==> src/rtl/hazard_stall_ctrl.sv <==
// hazard_stall_ctrl
//   ID-stage hazard controller. It watches the instruction in the IF/ID
//   latch and produces three controls:
//     - Data_stall : a RAW hazard was found against the in-flight
//                    destination scoreboard. IF/ID and PC hold.
//     - BJ_stall   : flush the IF/ID latch. It is held for FLUSH_CYCLES
//                    cycles after every branch or jump.
//     - PC_EN      : PC write enable.
//
// Parameters
//   DEPTH         in-flight destination slots (EX, MEM, WB by default), >= 1
//   FLUSH_CYCLES  BJ_stall pulse length per branch/jump, >= 2
//   NOP_INST      bubble word loaded on flush; never treated as a hazard source
//
// Ports
//   clk          in   clock
//   rst          in   synchronous active-high reset
//   EN           in   pipeline enable; 0 freezes all state and zeroes the outputs
//   ID_IR[31:0]  in   instruction currently in ID
//   Data_stall   out  RAW hazard stall
//   BJ_stall     out  branch/jump flush
//   PC_EN        out  EN & ~Data_stall & ~BJ_stall
//   stall_cycles[31:0] out  (HAZARD_PERF_CNT_EN only) count of Data_stall cycles
//   flush_cycles[31:0] out  (HAZARD_PERF_CNT_EN only) count of BJ_stall cycles
//
// Build option: define HAZARD_PERF_CNT_EN to add the two performance counters.
module hazard_stall_ctrl #(
   parameter int          DEPTH        = 3,
   parameter int          FLUSH_CYCLES = 3,
   parameter logic [31:0] NOP_INST     = 32'h0000_2003
) (
   input  logic        clk,
   input  logic        rst,
   input  logic        EN,
   input  logic [31:0] ID_IR,
`ifdef HAZARD_PERF_CNT_EN
   output logic [31:0] stall_cycles,
   output logic [31:0] flush_cycles,
`endif
   output logic        Data_stall,
   output logic        BJ_stall,
   output logic        PC_EN
);

   localparam int CW = $clog2(FLUSH_CYCLES);

   typedef enum logic {IDLE, FLUSH} state_t;

   state_t                  state;
   logic [CW-1:0]           cnt;
   logic [DEPTH-1:0]        slot_vld;
   logic [DEPTH-1:0][4:0]   slot_rd;

   // ---------------- decode ----------------
   logic [6:0] opcode;
   logic [4:0] rs1, rs2, rd;
   logic       is_nop, use_rs1, use_rs2, writes_rd, is_bj, hazard;

   assign opcode = ID_IR[6:0];
   assign rs1    = ID_IR[19:15];
   assign rs2    = ID_IR[24:20];
   assign rd     = ID_IR[11:7];
   assign is_nop = (ID_IR == NOP_INST) || (ID_IR == 32'd0);

   always_comb begin
      use_rs1   = 1'b0;
      use_rs2   = 1'b0;
      writes_rd = 1'b0;
      is_bj     = 1'b0;
      if (!is_nop) begin
         case (opcode)
            7'b0110011: begin use_rs1 = 1'b1; use_rs2 = 1'b1; writes_rd = 1'b1; end
            7'b0010011,
            7'b0000011: begin use_rs1 = 1'b1; writes_rd = 1'b1; end
            7'b0100011: begin use_rs1 = 1'b1; use_rs2 = 1'b1; end
            7'b1100011: begin use_rs1 = 1'b1; use_rs2 = 1'b1; is_bj = 1'b1; end
            7'b1100111: begin use_rs1 = 1'b1; writes_rd = 1'b1; is_bj = 1'b1; end
            7'b1101111: begin writes_rd = 1'b1; is_bj = 1'b1; end
            7'b0110111,
            7'b0010111: writes_rd = 1'b1;
            default:    ;
         endcase
      end
      // x0 is hard-wired, so it can never carry a dependency
      use_rs1 = use_rs1 && (rs1 != 5'd0);
      use_rs2 = use_rs2 && (rs2 != 5'd0);
   end

   // ---------------- RAW check against every in-flight slot ----------------
   always_comb begin
      hazard = 1'b0;
      for (int i = 0; i < DEPTH; i++) begin
         if (slot_vld[i] && ((use_rs1 && rs1 == slot_rd[i]) ||
                             (use_rs2 && rs2 == slot_rd[i])))
            hazard = 1'b1;
      end
   end

   // Data_stall wins over branch detect; while flushing, ID_IR is ignored.
   assign Data_stall = EN && (state == IDLE) && hazard;
   assign BJ_stall   = EN && ((state == FLUSH) || (is_bj && !Data_stall));
   assign PC_EN      = EN && !Data_stall && !BJ_stall;

   // ---------------- scoreboard + flush FSM ----------------
   always_ff @(posedge clk) begin
      if (rst) begin
         slot_vld <= '0;
         slot_rd  <= '0;
         state    <= IDLE;
         cnt      <= '0;
      end else if (EN) begin
         for (int i = DEPTH-1; i > 0; i--) begin
            slot_vld[i] <= slot_vld[i-1];
            slot_rd[i]  <= slot_rd[i-1];
         end
         // A stalled or flushed instruction does not advance, so it inserts a bubble.
         slot_vld[0] <= writes_rd && (rd != 5'd0) && !Data_stall && (state == IDLE);
         slot_rd[0]  <= rd;

         case (state)
            IDLE: if (BJ_stall) begin
               // This cycle is the first flush cycle; FLUSH covers the remainder.
               cnt   <= CW'(FLUSH_CYCLES - 1);
               state <= FLUSH;
            end
            FLUSH: if (cnt == CW'(1)) state <= IDLE;
                   else               cnt   <= cnt - CW'(1);
            default: state <= IDLE;
         endcase
      end
   end

`ifdef HAZARD_PERF_CNT_EN
   always_ff @(posedge clk) begin
      if (rst) begin
         stall_cycles <= '0;
         flush_cycles <= '0;
      end else begin
         if (Data_stall) stall_cycles <= stall_cycles + 32'd1;
         if (BJ_stall)   flush_cycles <= flush_cycles + 32'd1;
      end
   end
`endif

endmodule

==> config.mk <==
export PLATFORM = sky130hd
export DESIGN_NAME = hazard_stall_ctrl
export DESIGN_NICKNAME = d
export VERILOG_FILES = /design/src/rtl/hazard_stall_ctrl.sv
export SDC_FILE = /design/constraint.sdc
export NUM_CORES = 1
export LEC_CHECK = 0
export ABC_AREA = 1
export CORE_AREA = 2 2 57 59
export CTS_CLUSTER_DIAMETER = 200
export CTS_CLUSTER_SIZE = 20
export DETAILED_ROUTE_END_ITERATION = 7
export DIE_AREA = 0 0 59 61
export PLACE_DENSITY = 0.82
export SLEW_MARGIN = 20
export SYNTH_ARGS = -nofsm -noshare
export SYNTH_HDL_FRONTEND = slang
export SYNTH_SLANG_ARGS = --single-unit
==> constraint.sdc <==
create_clock -name clk -period 4.3 [get_ports clk]
set_input_delay 0.86 -clock clk [delete_from_list [all_inputs] [get_ports clk]]
set_output_delay 0.86 -clock clk [all_outputs]
set_load 0.02 [all_outputs]
==> results of run 1 <==
## metrics by stage
step | setup WS, ns | cells
6_report | 0.424 | 309
3_5_place_dp | 0.420 | 305
3_3_place_gp | 0.422 | 305
5_1_grt | 0.238 | 309
2_1_floorplan | 1.49 | 239
4_1_cts | 0.408 | 309
## cell usage in the layout (no fill, tap or decap), types with 3 or more instances in the layout
master           Yosys  final
xnor2_1             19     19
nand2_1             61     61
clkbuf_4             0      3
a21oi_1             17     17
inv_1               28     28
clkdlybuf4s50_1      0     37
nand3_1             10     10
nor2_1              32     32
o21ai_0             18     18
nor4_1               5      5
dfxtp_1             21     21
nand2_2              5      5
## cells in the mapped netlist (all sizes together)
cell,number,area share
nand4,3,0.022
or4,1,0.0050
clkbuf,4,0.011
nand3,12,0.047
ha,1,0.0083
and2,1,0.0042
buf,2,0.0083
a211oi,1,0.0050
xnor2,19,0.11
nor3,2,0.0067
nand2,67,0.18
nor2,34,0.088
nor4,5,0.021
inv,28,0.070
o211ai,2,0.010
a21oi,18,0.062
o21ai,18,0.060
dfxtp,21,0.28
## sequential cells by signal, indices dropped and copies added, names as in the netlist
signal,cells
slot_rd,15
slot_vld,3
cnt,2
state,1
## kinds of logic after synthesis
family | after synthesis | share of synthesized area
fa+ha+maj | 1 | 0.00833
compound gates | 39 | 0.137
xor+xnor | 19 | 0.111
simple gates | 125 | 0.375
buf+inv | 34 | 0.0891
flops | 21 | 0.280
## cell type report
cell class / instances / area [µm²] / area share
Clock buffer: 3 / 22.5 / 0.0117
Multi-Input combinational cell: 184 / 948 / 0.491
Tap cell: 33 / 41.3 / 0.0214
Timing Repair Buffer: 39 / 385 / 0.200
Clock inverter: 1 / 7.51 / 0.00389
Inverter: 28 / 105 / 0.0544
Sequential cell: 21 / 420 / 0.218
## critical path, stage by stage
cell and delay (ns):
clkdlybuf4s50_1 0.54, nor2_1 0.16, nand2_1 0.10, nor2_1 0.12, a21oi_2 0.06, nand2_2 0.06
nand2_1 0.06, nand2_2 0.07, nand3_2 0.09, nand2_4 0.08, nand2_1 0.07, a21oi_1 0.12
clkdlybuf4s50_1 0.61
## routing by layer
layer / share of wire / vias to the layer above / wire (µm)
met3: 0.048 / 4 / 180
met2: 0.50 / 39 / 1880
met5: 0 / - / 0
met4: 0.011 / 0 / 40
met1: 0.44 / 737 / 1680
li1: - / 839 / -
## worst paths after layout
| kind | startpoint | end | slack (ns) |
|---|---|---|---|
| setup / recovery | ID_IR[16] | BJ_stall | 0.42 |
| hold / removal | cnt[1]$_SDFFE_PP0P_ | cnt[1]$_SDFFE_PP0P_ | 0.47 |
| setup reg to reg | slot_rd[3]$_SDFFE_PP0P_ | cnt[0]$_SDFFE_PP0P_ | 2.82 |
| hold reg to reg | cnt[1]$_SDFFE_PP0P_ | cnt[1]$_SDFFE_PP0P_ | 0.47 |
## where the power goes
| part | internal (W) | switching [W] | leakage, nW |
|---|---|---|---|
| Combinational | 0.0000602 | 0.0000586 | 0.650 |
| Clock | 0.0000355 | 0.0000665 | 0.0139 |
| Sequential | 0.000206 | 0.0000112 | 0.173 |
| Total | 0.000301 | 0.000136 | 0.837 |
==> metrics.md, run 1 <==
| Metric | Value |
|---|---|
| # rows | 20 |
| Htree depth | 1 |
| Critical Path AT | 3.02 ns |
| Syn Std Cell Area | 1500 µm² |
| Slew margin rel. | 0.652 |
| Final Skew | 0.00471 ns |
| Worst-Skew Late Latency | 0.31 ns |
| Yosys warnings | 0 |
| Met2 global-route usage | 0.406 |
| Core Area | 2950 µm² |
| CP Max Fanout | 5 |
| Antenna-violating nets left | 0 |
| Starting density of the core | 0.509 |
| 1st-iter DRT viols | 70 |
| Filler cells | 272 |
| Post-route setup TNS | 0 ns |
| Max cap viols | 0 |
| Type of origin of the critical path | input port |
| Final setup viols | 0 |
| Gr busiest metal | met2 |
| Fin util | 0.654 |
| Worst setup EP type | primary output |
| Die area | 3600 µm² |
| TritonCTS clock tree | done |
| PD cells | 227 nW/µm² |
| Total chip power | 0.000438 W |
| Global route overflow | 0 |
| First-pass DRT Iterations | 4 |
| Max Root-Sink Buffers | 2 |
| Leak | 0.837 nW |
| Worst-Margin Slew | 0.521 ns |
| Register area share after synthesis | 0.280 |
| Hold_buf cts | 0 |
| DR vias | 1619 |
| Number of global-route vias before repair | 1462 |
| GRT Total Usage | 0.226 |
| Status | completed |
| Die width | 59 µm |
| Worst Path Required | 3.44 ns |
| Die Y | 61 µm |
| Met1 usage | 0.276 |
| Clk slew on worst S/H paths | 0.12 ns |
| Fin. Hold Viols | 0 |
| Synth Instances | 239 |
| Synth Register Bits | 21 |
| Initial antenna violation count | 0 |
| Min-Delay Path Class | register to register |
| Maximum clock rate | 258 MHz |
| Post-DP Area | 1900 µm² |
| Post_cts resized | 0 |
| Final-report max-slew violation count | 0 |
| Final WL | 3.78 mm |
| Final critical-path share of the clock period | 0.901 |
| First-pass GRT wire length | 6.16 mm |
| Average size of a mapped cell | 6.29 µm² |
| Sink Count | 21 |
| NumNets Final | 313 |
| Post-route DRC | 0 |
| GPL Wtd Cong | 0.899 |
| Worst hold stages | 2 |
| VDD IR-drop max | 0.243 mV |
| Maximum number of pins on one net before global-route repair | 23 |
| Fraction of layout cells with a size suffix above 1 | 0.0652 |
| Hold slack | 0.467 ns |
| IO buf count | 37 |
| HPWL after detailed placement | 3.02 mm |
| RSZ-0062 raised after global routing | no |
| Global-route met3 utilization | 0.0512 |
| Net Count, Synth | 275 |
| WL per Instance | 12.2 µm |
| CTS buffer count | 3 |
| Via/cell ratio | 5.24 |
| Tmin final | 3.88 ns |
| Area delta synth->final | 28.5% |
| I/O Pins | 38 |
| # Post-CTS Setup Buffers | 0 |
| Ant. Diodes | 0 |
| Design Area, Final | 1930 µm² |
| FF-to-FF path depth | 14 |
| Clk root buf | clkbuf_4 |
| Yosys cell types | 26 |
| Critical path type | input port to primary output |
No activity file was read; power rests on OpenSTA's default activity.
==> inputs of run 2 (changes only) <==
- PLACE_DENSITY: 0.82 -> 0.9
- TNS_END_PERCENT: not set -> 50
==> run 2 against run 1 <==
Against the previous run:
- sequential power hardly changed
- power is 1.0% lower
- die area stayed put
- non-clock buffer count stayed put
- clock-buffer cell count is 1 higher
- sequential cell count stayed put
- register-to-register slack worse by 0.02 ns
- cell area is 0.19% lower
- first-iteration DRC count is 10% higher
- setup slack worse by 0.0075 ns
- clock power is 4% lower
- combinational power hardly changed
==> metrics.md, run 2 (synthesis results as in run 1) <==
| Metric | Value |
|---|---|
| Leak | 0.838 nW (+0.12%) |
| Fin. Hold Viols | 0 (unchanged) |
| NumNets Final | 313 (unchanged) |
| Worst-Skew Late Latency | 0.32 ns (about the same) |
| WL per Instance | 11.9 µm (-2.8%) |
| Most frequent cells in the layout | 61 x nand2_1, 37 x clkdlybuf4s50_1, 32 x nor2_1 |
| Worst R2R Setup Slack | 2.80 ns (-0.02 ns) |
| Critical path type | input port to primary output |
| # Post-CTS Setup Buffers | 0 (unchanged) |
| Final-report max-slew violation count | 0 (unchanged) |
| Worst setup EP type | primary output |
| Slowest stage delay, CP | 0.62 ns (about the same) |
| Biggest regs | slot_rd x15, slot_vld x3, cnt x2 |
| HPWL after detailed placement | 2.96 mm (-1.7%) |
| Die area | 3600 µm² (unchanged) |
| Tmin final | 3.88 ns (+0.00747 ns) |
| # rows | 20 (unchanged) |
| 1st-iter DRT viols | 77 (+10%) |
| Core Area | 2950 µm² (unchanged) |
| Post-route setup TNS | 0 ns (unchanged) |
| Clk root buf | clkbuf_4 |
| Max Root-Sink Buffers | 2 (unchanged) |
| Commonest non-fill, non-tap cell in the layout | nand2_1 |
| Slew margin rel. | 0.681 (+0.0289) |
| CP startpoint | ID_IR[21] |
| CP endpoint | BJ_stall |
| Final critical-path share of the clock period | 0.903 (+0.00174) |
| CTS buffer count | 3 (unchanged) |
| RSZ-0062 raised after global routing | no |
| Area delta synth->final | 28.2% |
| Reg2Reg Launch Point | slot_rd[0]$_SDFFE_PP0P_ |
| Max cap viols | 0 (unchanged) |
| Worst-Margin Slew | 0.478 ns (-0.0433 ns) |
| GRT Total Usage | 0.219 (-0.00711) |
| Hold_buf cts | 0 (unchanged) |
| Largest Register | slot_rd |
| CP Max Fanout | 4 (-1) |
| VDD IR-drop max | 0.154 mV (-37%) |
| FF-to-FF path depth | 12 (-2) |
| Die width | 59 µm (unchanged) |
| Final setup viols | 0 (unchanged) |
| IO buf count | 37 (unchanged) |
| Maximum number of pins on one net before global-route repair | 23 (unchanged) |
| Post_cts resized | 0 (unchanged) |
| Final WL | 3.68 mm (-2.8%) |
| First-pass GRT wire length | 5.97 mm (-3.1%) |
| Worst Path Required | 3.44 ns (about the same) |
| TritonCTS clock tree | done |
| Ant. Diodes | 0 (unchanged) |
| Fin util | 0.653 (-0.00127) |
| Total chip power | 0.000433 W (-1.0%) |
| GPL Wtd Cong | 0.997 (+11%) |
| Critical Path, Cell by Cell | clkdlybuf4s50_1 > nor2_1 > nand3_1 > nor2_1 > nor2_1 > nand2_1 > nand2_1 > nand2_2 > nand3_2 > nand2_4 > nand2_1 > a21oi_1 > clkdlybuf4s50_1 |
| I/O Pins | 38 (unchanged) |
| Post-route DRC | 0 (unchanged) |
| Type of origin of the critical path | input port |
| Sink Count | 21 (unchanged) |
| Global route overflow | 0 (unchanged) |
| Max reg flops | 15 (unchanged) |
| Worst path slowest cell | clkdlybuf4s50_1 |
| Die Y | 61 µm (unchanged) |
| Status | completed |
| Placed Cells | 305 (unchanged) |
| First-pass DRT Iterations | 5 (+1) |
| PD cells | 225 nW/µm² (-0.83%) |
| Dpl ws | 0.442 ns (+0.0225 ns) |
| Clk slew on worst S/H paths | 0.10 ns (-0.02 ns) |
| Fraction of layout cells with a size suffix above 1 | 0.0616 (-0.00362) |
| Maximum clock rate | 257 MHz (-0.19%) |
| R2R Path End | cnt[0]$_SDFFE_PP0P_ |
| Setup slack after layout | 0.416 ns (-0.00747 ns) |
| Antenna-violating nets left | 0 (unchanged) |
| Min-Delay Path Class | register to register |
| Final Skew | 0.0185 ns (+0.0138 ns) |
| Htree depth | 1 (unchanged) |
| Initial antenna violation count | 0 (unchanged) |
| Critical Path AT | 3.02 ns (about the same) |
| DR vias | 1628 (+0.56%) |
| Fin cells | 309 (unchanged) |
| Via/cell ratio | 5.27 (+0.56%) |
| Starting density of the core | 0.509 (unchanged) |
| Number of global-route vias before repair | 1389 (-5.0%) |
run 2: final cells by class:
cell class / instances / area [µm²]
inverter: 28 / 105
fill: 272 / 1030
sequential: 21 / 420
multi-input combinational: 184 / 948
tap: 33 / 41.3
clock buffer: 4 / 26.3
timing repair buffer: 39 / 385
run 2: power breakdown:
group / switching [W] / internal (W)
combinational: 0.0000585 / 0.0000601
sequential: 0.0000112 / 0.000206
clock: 0.0000614 / 0.0000363
run 2: routing by layer:
metal	vias to the layer above	GRT usage	part of all wire
met5	-	0	0
met4	0	0.0552	0.0073
met3	6	0.0469	0.042
met2	38	0.392	0.53
met1	744	0.267	0.42
li1	840	-	-
run 2: worst min-delay path by stage:
stage,cells past startpoint,endpoint,slack [ns],startpoint
3_5_place_dp,2,cnt[1]$_SDFFE_PP0P_,0.45,cnt[1]$_SDFFE_PP0P_
6_report,2,cnt[1]$_SDFFE_PP0P_,0.46,cnt[1]$_SDFFE_PP0P_
5_1_grt,2,cnt[1]$_SDFFE_PP0P_,0.50,cnt[1]$_SDFFE_PP0P_
2_1_floorplan,2,cnt[1]$_SDFFE_PP0P_,0.43,cnt[1]$_SDFFE_PP0P_
3_3_place_gp,2,cnt[1]$_SDFFE_PP0P_,0.45,cnt[1]$_SDFFE_PP0P_
4_1_cts,2,cnt[1]$_SDFFE_PP0P_,0.47,cnt[1]$_SDFFE_PP0P_
run 2: critical path, delay by kind of cell:
family,cells,cell delay (ns)
buf+inv,2,1.14
simple gates,10,0.90
compound gates,1,0.12
run 2: stage by stage:
| step | instance area (µm²) | hold WS (ns) |
|---|---|---|
| floorplan | 1500 | 0.435 |
| global placement | 1900 | 0.446 |
| detailed placement | 1900 | 0.451 |
| CTS | 1930 | 0.466 |
| global route | 1930 | 0.503 |
| finish | 1930 | 0.460 |
